--- config.mk ---
export PLATFORM = sky130hd
export DESIGN_NAME = diffamp_offset_cal_ctrl
export DESIGN_NICKNAME = d
export VERILOG_FILES = /design/src/rtl/diffamp_offset_cal_ctrl.sv
export SDC_FILE = /design/constraint.sdc
export NUM_CORES = 1
export LEC_CHECK = 0
export CAP_MARGIN = 10
export CORE_MARGIN = 2
export CORE_UTILIZATION = 57
export CTS_BUF_LIST = sky130_fd_sc_hd__clkbuf_4
export DETAILED_ROUTE_END_ITERATION = 10
export GPL_TIMING_DRIVEN = 1
export PLACE_DENSITY = 0.87
export SYNTH_ARGS = -nofsm -noshare
export SYNTH_HDL_FRONTEND = slang
export SYNTH_SLANG_ARGS = --single-unit
--- constraint.sdc ---
create_clock -name clk -period 2.3 [get_ports clk]
set_input_delay 0.46 -clock clk [delete_from_list [all_inputs] [get_ports clk]]
set_output_delay 0.46 -clock clk [all_outputs]
set_load 0.02 [all_outputs]
--- src/rtl/diffamp_offset_cal_ctrl.sv ---
// SAR offset-calibration controller for the differential amplifier.
// Binary-searches the trim code with inputs shorted, majority-voting the
// synchronized amplifier output per bit. Keeps the result for mission mode
// and supports a configuration bypass of the trim code.
module diffamp_offset_cal_ctrl #(
  parameter int TRIM_W     = 6,
  parameter int SETTLE_CYC = 8,
  parameter int VOTE_N     = 3
) (
  input  logic              clk,
  input  logic              rst_n,
  input  logic              cal_start,
  input  logic              cal_abort,
  input  logic              cal_bypass,
  input  logic [TRIM_W-1:0] cfg_trim,
  input  logic              amp_out,
  output logic [TRIM_W-1:0] trim_code,
  output logic              short_en,
  output logic              cal_busy,
  output logic              cal_done,
  output logic              cal_sat
);

  localparam int CNT_MAX = (SETTLE_CYC > VOTE_N) ? SETTLE_CYC : VOTE_N;
  localparam int CNT_W   = $clog2(CNT_MAX + 1);
  localparam int ONES_W  = $clog2(VOTE_N + 1);
  localparam int IDX_W   = $clog2(TRIM_W);
  localparam logic [TRIM_W-1:0] MID = {1'b1, {(TRIM_W-1){1'b0}}};

  typedef enum logic [2:0] {IDLE, SETTLE, SAMPLE, DECIDE, DONE} state_t;

  state_t             state, state_nx;
  logic [TRIM_W-1:0]  work, work_nx, hold, hold_nx, code;
  logic [IDX_W-1:0]   idx, idx_nx;
  logic [CNT_W-1:0]   cnt, cnt_nx;
  logic [ONES_W-1:0]  ones, ones_nx;
  logic               amp_s1, amp_s2;
  logic               short_nx, busy_nx, done_nx, sat_nx;

  // Mission/bypass mux is the only combinational path to an output.
  assign trim_code = (state == IDLE) ? (cal_bypass ? cfg_trim : hold) : work;

  // Two-flop synchronizer for the asynchronous amplifier output.
  always_ff @(posedge clk or negedge rst_n) begin
    if (!rst_n) begin
      amp_s1 <= 1'b0;
      amp_s2 <= 1'b0;
    end else begin
      amp_s1 <= amp_out;
      amp_s2 <= amp_s1;
    end
  end

  // State, datapath and registered outputs.
  always_ff @(posedge clk or negedge rst_n) begin
    if (!rst_n) begin
      state    <= IDLE;
      work     <= MID;
      hold     <= MID;
      idx      <= '0;
      cnt      <= '0;
      ones     <= '0;
      short_en <= 1'b0;
      cal_busy <= 1'b0;
      cal_done <= 1'b0;
      cal_sat  <= 1'b0;
    end else begin
      state    <= state_nx;
      work     <= work_nx;
      hold     <= hold_nx;
      idx      <= idx_nx;
      cnt      <= cnt_nx;
      ones     <= ones_nx;
      short_en <= short_nx;
      cal_busy <= busy_nx;
      cal_done <= done_nx;
      cal_sat  <= sat_nx;
    end
  end

  // Next-state: settle, vote, decide one bit per pass, MSB first.
  always_comb begin
    state_nx = state;
    work_nx  = work;
    hold_nx  = hold;
    idx_nx   = idx;
    cnt_nx   = cnt;
    ones_nx  = ones;
    short_nx = short_en;
    busy_nx  = cal_busy;
    done_nx  = 1'b0;
    sat_nx   = cal_sat;
    code     = work;
    case (state)
      IDLE: begin
        if (cal_start && !cal_bypass) begin
          state_nx = SETTLE;
          idx_nx   = IDX_W'(TRIM_W - 1);
          work_nx  = MID;
          cnt_nx   = CNT_W'(SETTLE_CYC);
          short_nx = 1'b1;
          busy_nx  = 1'b1;
        end
      end
      SETTLE: begin
        if (cnt == CNT_W'(1)) begin
          state_nx = SAMPLE;
          cnt_nx   = CNT_W'(VOTE_N);
          ones_nx  = '0;
        end else begin
          cnt_nx = cnt - CNT_W'(1);
        end
      end
      SAMPLE: begin
        ones_nx = ones + ONES_W'(amp_s2);
        if (cnt == CNT_W'(1)) state_nx = DECIDE;
        else                  cnt_nx   = cnt - CNT_W'(1);
      end
      DECIDE: begin
        // Majority high means the code sits above the threshold.
        if (ones > ONES_W'(VOTE_N / 2)) code[idx] = 1'b0;
        if (idx == '0) begin
          state_nx = DONE;
          hold_nx  = code;
          done_nx  = 1'b1;
          sat_nx   = (code == '0) || (code == '1);
          short_nx = 1'b0;
        end else begin
          code[idx - IDX_W'(1)] = 1'b1;
          idx_nx   = idx - IDX_W'(1);
          cnt_nx   = CNT_W'(SETTLE_CYC);
          state_nx = SETTLE;
        end
        work_nx = code;
      end
      DONE: begin
        state_nx = IDLE;
        busy_nx  = 1'b0;
      end
      default: state_nx = IDLE;
    endcase
    // Abort only while searching; DONE always completes.
    if (cal_abort && (state == SETTLE || state == SAMPLE || state == DECIDE)) begin
      state_nx = IDLE;
      hold_nx  = hold;
      sat_nx   = cal_sat;
      done_nx  = 1'b0;
      short_nx = 1'b0;
      busy_nx  = 1'b0;
    end
  end

endmodule
==> results.sh, run 1 <==
export IMPL_crit_family="buffers and inverters"
export IMPL_dr_pass1_iters=4
export IMPL_drt_total_wl_mm=4.214
export IMPL_hold_violations=0
export IMPL_cts_buffer_depth=2
export IMPL_synthArstFlopShare_pct=100.0
export IMPL_insertion_delay_ns=0.34
export IMPL_fin_util_pct=70.12
export IMPL_synth_common_cells="28 x dfrtp_1, 17 x a21oi_1, 17 x nor2_1, 17 x o21ai_0, 16 x nand2_1"
export IMPL_placedInstanceArea_um2=2077
export IMPL_power_density_nw_per_um2=742.3
export IMPL_diodes=0
export IMPL_setup_violations=0
export IMPL_antenna_found_initial=0
export IMPL_cp_slowest_cell="clkdlybuf4s50_1"
export IMPL_area_delta_synth_final_pct=17.52
export IMPL_cts_reportedPaths_clkPinSlew_ns=0.10
export IMPL_cts_buffers=5
export IMPL_whs_ns=0.3645
export IMPL_skew_ns=0.01261
export IMPL_drtIter0Drc=91
export IMPL_synth_area_um2=1807
export IMPL_grt_use_total_pct=26.77
export IMPL_n_fill_cell=236
export IMPL_crit_path_end_kind="primary output"
export IMPL_critPathLaunchType="input port"
export IMPL_swShare_pct=38.04
export IMPL_rsz0062_at_grt="false"
export IMPL_ctsHoldBuffers=0
export IMPL_worstMarginPinSlew_ns=0.5184
export IMPL_period_needed_ns=2.159
export IMPL_critPathRequiredTime_ns=1.84
export IMPL_final_cell_area_um2=2123
export IMPL_synth_nets=217
export IMPL_combPwrFrac_pct=37.5
export IMPL_synth_warning_count=0
export IMPL_synth_ff_type="dfrtp_1"
export IMPL_overflow=0
export IMPL_clock_sinks=30
export IMPL_row_count=20
export IMPL_dp_cells=262
export IMPL_io_pins=22
export IMPL_synth_area_top_cells="dfrtp_1 39%, mux2i_1 5.0%, a21oi_1 4.7%"
export IMPL_synthDistinctLibCells=51
export IMPL_place_congestion=0.8861
export IMPL_syn_avg_cell_area_um2=9.034
export IMPL_slowest_delay_ns=0.45
export IMPL_critPathArrivalTime_ns=1.70
export IMPL_internal_power_uw=976.5
export IMPL_synth_seq_area_share_pct=41.69
export IMPL_drive_gt1_share_pct=11.50
export IMPL_vias_per_cell=6.056
export IMPL_synth_top_area_share_pct=38.78
export IMPL_fin_nets=242
export IMPL_num_vias=1635
export IMPL_power_frac_clock_pct=19.4
export IMPL_drc_errors=0
export IMPL_synth_top_cell_by_area="dfrtp_1"
export IMPL_relSlewSlack_pct=65.44
export IMPL_post_route_period_util_pct=93.88
export IMPL_leakagePower_nw=0.9310
export IMPL_cap_viol_max_count=0
export IMPL_dp_hpwl_mm=3.064
export IMPL_grt_pass1_wl_mm=7.238
export IMPL_grt_pass1_vias=1623
export IMPL_chipHeight_um=60.30
export IMPL_grt_max_degree=31
export IMPL_initial_core_util_pct=59.67
export IMPL_detail_route_antenna_nets=0
export IMPL_max_freq_ghz=0.4631
export IMPL_final_cells=270
export IMPL_hold_path_class="reg -> reg"
export IMPL_worst_slack_ns=0.1407
export IMPL_critPathMaxFanout=7
export IMPL_synthCells=200
export IMPL_h_tree_depth=2
export IMPL_fp_coreArea_um2=3028
export IMPL_cts_root_buf="clkbuf_4"
export IMPL_synth_seq_cells=30
export IMPL_crit_chain="clkdlybuf4s50_1 -> buf_4 -> mux2i_1 -> a21oi_1 -> dlygate4sd2_1"
export IMPL_synth_edf_count=0
export IMPL_synth_most_common_cell="dfrtp_1"
export IMPL_die_x_um=60.30
export IMPL_wl_per_cell_um=15.61
export IMPL_ir_drop_mv=0.4516
export IMPL_slew_violations=0
export IMPL_die_area_um2=3636
export IMPL_pre_cts_slack_ns=-0.1150
export IMPL_critical_path_class="in -> out"
export IMPL_cts_tree="yes"
export IMPL_p_seq_share_pct=43.1
export IMPL_outcome="finished clean"
export IMPL_p_switching_uw=599.6
export IMPL_crit_buf_inv=3
export IMPL_io_buffers=21
[metal layers]
metal	up-vias	routed length, um	global-route usage, %
li1	771	-	-
met1	784	1824	35.11
met2	68	1982	42.08
met3	12	301	5.628
met4	0	106	13.02
met5	-	0	0
[worst register-to-register path: cells and delay by family (launching register included)]
family | cells | cell delay (ns)
flip-flops | 1 | 0.53
buffers and inverters | 1 | 0.11
AND/OR/NAND/NOR | 3 | 0.70
adder cells (fa/ha/maj) | 1 | 0.24
AO/OA/AOI/OAI | 1 | 0.29
[registers in the layout, indices dropped and copies added (netlist names)]
| signal | count |
|---|---|
| amp_s1 | 1 |
| amp_s2 | 1 |
| cal_sat | 1 |
| state | 3 |
| cal_done | 1 |
| ones | 2 |
| short_en | 1 |
| hold | 6 |
| cal_busy | 1 |
| work | 6 |
| idx | 3 |
| cnt | 4 |
[layout make-up]
cell class                      instances  area, um^2  share of cell area, %
Clock buffer                            5       37.54                  1.768
Clock inverter                          3       16.27                 0.7661
Inverter                                9       33.78                  1.591
Multi-Input combinational cell        149       957.2                  45.08
Sequential cell                        30       753.2                  35.47
Tap cell                               44       55.05                  2.593
Timing Repair Buffer                   30       270.3                  12.73
[worst paths after layout]
kind / from / end / slack (ns) / cells past startpoint
worst min register to register: amp_s1$_DFF_PN0_ / amp_s2$_DFF_PN0_ / 0.36 / 0
worst max register to register: idx[1]$_DFFE_PN0P_ / cnt[2]$_DFFE_PN0P_ / 0.34 / 6
max in group asynchronous: rst_n / hold[5]$_DFFE_PN1P_ / 1.49 / 2
min in group asynchronous: rst_n / ones[1]$_DFFE_PN0P_ / 0.49 / 2
worst max-delay path: cal_bypass / trim_code[3] / 0.14 / 5
worst min-delay path: amp_s1$_DFF_PN0_ / amp_s2$_DFF_PN0_ / 0.36 / 0
[cell usage in the layout (no fill, tap or decap), drive strengths merged, types with 5 or more instances in the layout]
cell type,synthesis,routed
a21oi,17,17
o21ai,17,17
mux2i,9,9
buf,9,9
nand2b,5,5
clkdlybuf4s50,0,15
clkbuf,3,5
inv,9,9
nand2,17,17
ha,5,5
nor3,5,5
dlygate4sd2,0,6
o31ai,5,5
nand3,5,5
dfrtp,28,28
nor2,17,17
[timing repair]
item,CTS,global route
buffers inserted,0,0
gates resized for setup,6,0
setup endpoints to repair,6,0
[cells by family (layout without fill, tap and decap cells)]
kind of cell	Yosys count	after routing	share of synthesized area [%]
compound gates	62	62	22.16
fa+ha+maj	5	5	3.463
buf+inv	21	47	5.332
flops	30	30	41.69
mux	10	10	5.610
simple gates	72	72	21.75
[through the flow]
step / power, mW / TNS (ns)
global placement: 1.253 / -0.4326
CTS: 1.586 / 0
floorplan: 1.072 / 0
detailed placement: 1.297 / -0.5437
finish: 1.576 / 0
global route: 1.691 / 0
[power groups by stage]
stage / clock, mW / sequential [mW] / combinational, mW
4_1_cts: 0.319 / 0.679 / 0.588
3_3_place_gp: 0 / 0.679 / 0.574
5_1_grt: 0.340 / 0.691 / 0.660
6_report: 0.305 / 0.680 / 0.591
2_1_floorplan: 0 / 0.676 / 0.396
3_5_place_dp: 0 / 0.690 / 0.607
No activity file was read; power rests on OpenSTA's default activity.
==> run 2, diff against run 1 <==
--- a/config.mk
+++ b/config.mk
@@ -7,11 +7,10 @@
 export LEC_CHECK = 0
 export CAP_MARGIN = 10
 export CORE_MARGIN = 2
-export CORE_UTILIZATION = 57
-export CTS_BUF_LIST = sky130_fd_sc_hd__clkbuf_4
+export CORE_UTILIZATION = 55
 export DETAILED_ROUTE_END_ITERATION = 10
 export GPL_TIMING_DRIVEN = 1
-export PLACE_DENSITY = 0.87
+export PLACE_DENSITY = 0.85
 export SYNTH_ARGS = -nofsm -noshare
 export SYNTH_HDL_FRONTEND = slang
 export SYNTH_SLANG_ARGS = --single-unit
==> run 2 against run 1 <==
  * Total power hardly changed
  * Wire length down 1.9%
  * Largest power group unchanged
  * Die area up 3.4%
  * Clock power is essentially flat
  * Via count rose by 0.24%
  * Fmax decreased by 2.2%
  * First-iteration DRC count shrank 5.5%
  * Setup slack worse by 0.048 ns
==> results.sh, run 2 (same netlist as run 1, synthesis figures left out) <==
export IMPL_cts_reportedPaths_clkPinSlew_ns=0.08
export IMPL_vias_per_cell=6.048
export IMPL_layout_commonest_cell="dfrtp_1"
export IMPL_fin_util_pct=69.07
export IMPL_rr_endpoint="cnt[2]$_DFFE_PN0P_"
export IMPL_drive_gt1_share_pct=11.01
export IMPL_detail_route_antenna_nets=0
export IMPL_cp_slowest_cell="clkdlybuf4s50_1"
export IMPL_relSlewSlack_pct=67.87
export IMPL_cts_setup_buffers=0
export IMPL_finalSetupTns_ns=0
export IMPL_critical_path_class="in -> out"
export IMPL_ff2ff_path_depth=6
export IMPL_critPathLaunchType="input port"
export IMPL_fp_coreArea_um2=3078
export IMPL_initial_core_util_pct=58.70
export IMPL_cts_buffer_depth=2
export IMPL_place_congestion=0.8537
export IMPL_antenna_found_initial=0
export IMPL_r2r_setup_slack_ns=0.30
export IMPL_crit_chain="clkdlybuf4s50_1 -> buf_4 -> mux2i_1 -> a21oi_1 -> dlygate4sd2_1"
export IMPL_wl_met1_mm=1.809
export IMPL_placedInstanceArea_um2=2085
export IMPL_ctsResizeCount=6
export IMPL_die_area_um2=3760
export IMPL_ir_drop_mv=0.4820
export IMPL_dp_hpwl_mm=3.030
export IMPL_whs_endpoint="amp_s2$_DFF_PN0_"
export IMPL_wl_per_cell_um=15.26
export IMPL_critPathArrivalTime_ns=1.75
export IMPL_timing_rr_start="idx[1]$_DFFE_PN0P_"
export IMPL_overflow=0
export IMPL_hold_depth=0
export IMPL_drt_total_wl_mm=4.136
export IMPL_hold_path_class="reg -> reg"
export IMPL_seqCellArea_um2=753.2
export IMPL_drc_errors=0
export IMPL_crit_buf_inv=3
export IMPL_area_delta_synth_final_pct=17.66
export IMPL_row_count=20
export IMPL_leakagePower_nw=0.9331
export IMPL_io_pins=22
export IMPL_io_buffers=21
export IMPL_hold_violations=0
export IMPL_chipHeight_um=61.32
export IMPL_dr_wl_met3_um=248
export IMPL_post_route_period_util_pct=95.98
export IMPL_insertion_delay_ns=0.34
export IMPL_dr_pass1_iters=4
export IMPL_grt_max_degree=31
export IMPL_crit_path_end_kind="primary output"
export IMPL_cts_tree="yes"
export IMPL_critPathMaxFanout=7
export IMPL_whs_ns=0.3527
export IMPL_cap_viol_max_count=0
export IMPL_die_x_um=61.32
export IMPL_setup_violations=0
export IMPL_clock_sinks=30
export IMPL_rsz0062_at_grt="false"
export IMPL_n_fill_cell=261
export IMPL_cts_buffers=5
export IMPL_grt_use_total_pct=24.65
export IMPL_met2_length_mm=2.006
export IMPL_total_power_mw=1.577
export IMPL_skew_ns=0.01429
export IMPL_reg_top3="hold (6), work (6), cnt (4)"
export IMPL_period_needed_ns=2.208
export IMPL_slew_violations=0
export IMPL_h_tree_depth=2
export IMPL_crit_family="buffers and inverters"
export IMPL_final_cell_area_um2=2126
export IMPL_multi_input_area_um2=957.2
export IMPL_grt_pass1_vias=1550
export IMPL_num_vias=1639
export IMPL_ctsHoldBuffers=0
export IMPL_final_cell_mix="28 x dfrtp_1, 17 x nor2_1, 17 x a21oi_1, 17 x o21ai_0, 16 x nand2_1"
export IMPL_cts_root_buf="clkbuf_4"
export IMPL_worstMarginPinSlew_ns=0.4807
export IMPL_power_density_nw_per_um2=741.9
export IMPL_outcome="finished clean"
export IMPL_critPathRequiredTime_ns=1.84
export IMPL_fin_nets=243
export IMPL_slowest_delay_ns=0.46
export IMPL_max_freq_ghz=0.4530
export IMPL_diodes=0
export IMPL_drtIter0Drc=86
export IMPL_routed_top_layer="met4"
export IMPL_grt_pass1_wl_mm=6.693
export IMPL_hold_path_startpoint="amp_s1$_DFF_PN0_"
run 2: cell types whose count changed in the layout (fill, tap and decap cells not counted), sizes merged:
cell      before  now
clkbuf         5    8
clkinv         2    0
buf            9   10
clkinvlp       1    0
run 2: stage by stage:
step,std cells,worst slack [ns]
global placement,263,-0.08226
CTS,271,0.07504
global route,271,0.03285
finish,271,0.09249
floorplan,200,0.3314
detailed placement,263,-0.1402
run 2: how the worst max path moves through the flow:
stage	start	end	slack (ns)	depth (start not counted)
finish	cal_bypass	trim_code[3]	0.09	5
floorplan	state[0]$_DFFE_PN0P_	trim_code[2]	0.33	5
detailed placement	cal_bypass	trim_code[3]	-0.14	5
CTS	cal_bypass	trim_code[3]	0.08	5
global placement	cal_bypass	trim_code[0]	-0.08	5
global route	cal_bypass	trim_code[3]	0.03	5
run 2: power by group:
part	internal, mW	switching, mW	total (mW)	leakage, nW
combinational	0.262	0.330	0.592	0.526
clock	0.122	0.184	0.305	0.0265
sequential	0.603	0.0766	0.680	0.380
total	0.987	0.591	1.58	0.933
run 2: routing by layer:
layer / vias to the layer above / GRT usage, %
met5: - / 0
met4: 0 / 12.73
met3: 7 / 7.563
met2: 49 / 39.36
met1: 805 / 30.00
li1: 778 / -
run 2: final cells by class:
type                       instances  share of cell area [%]
multi-input combinational        149                   45.03
inverter                           9                   1.589
clock buffer                       8                   2.295
sequential                        30                   35.43
tap                               44                   2.590
timing repair buffer              31                   13.07
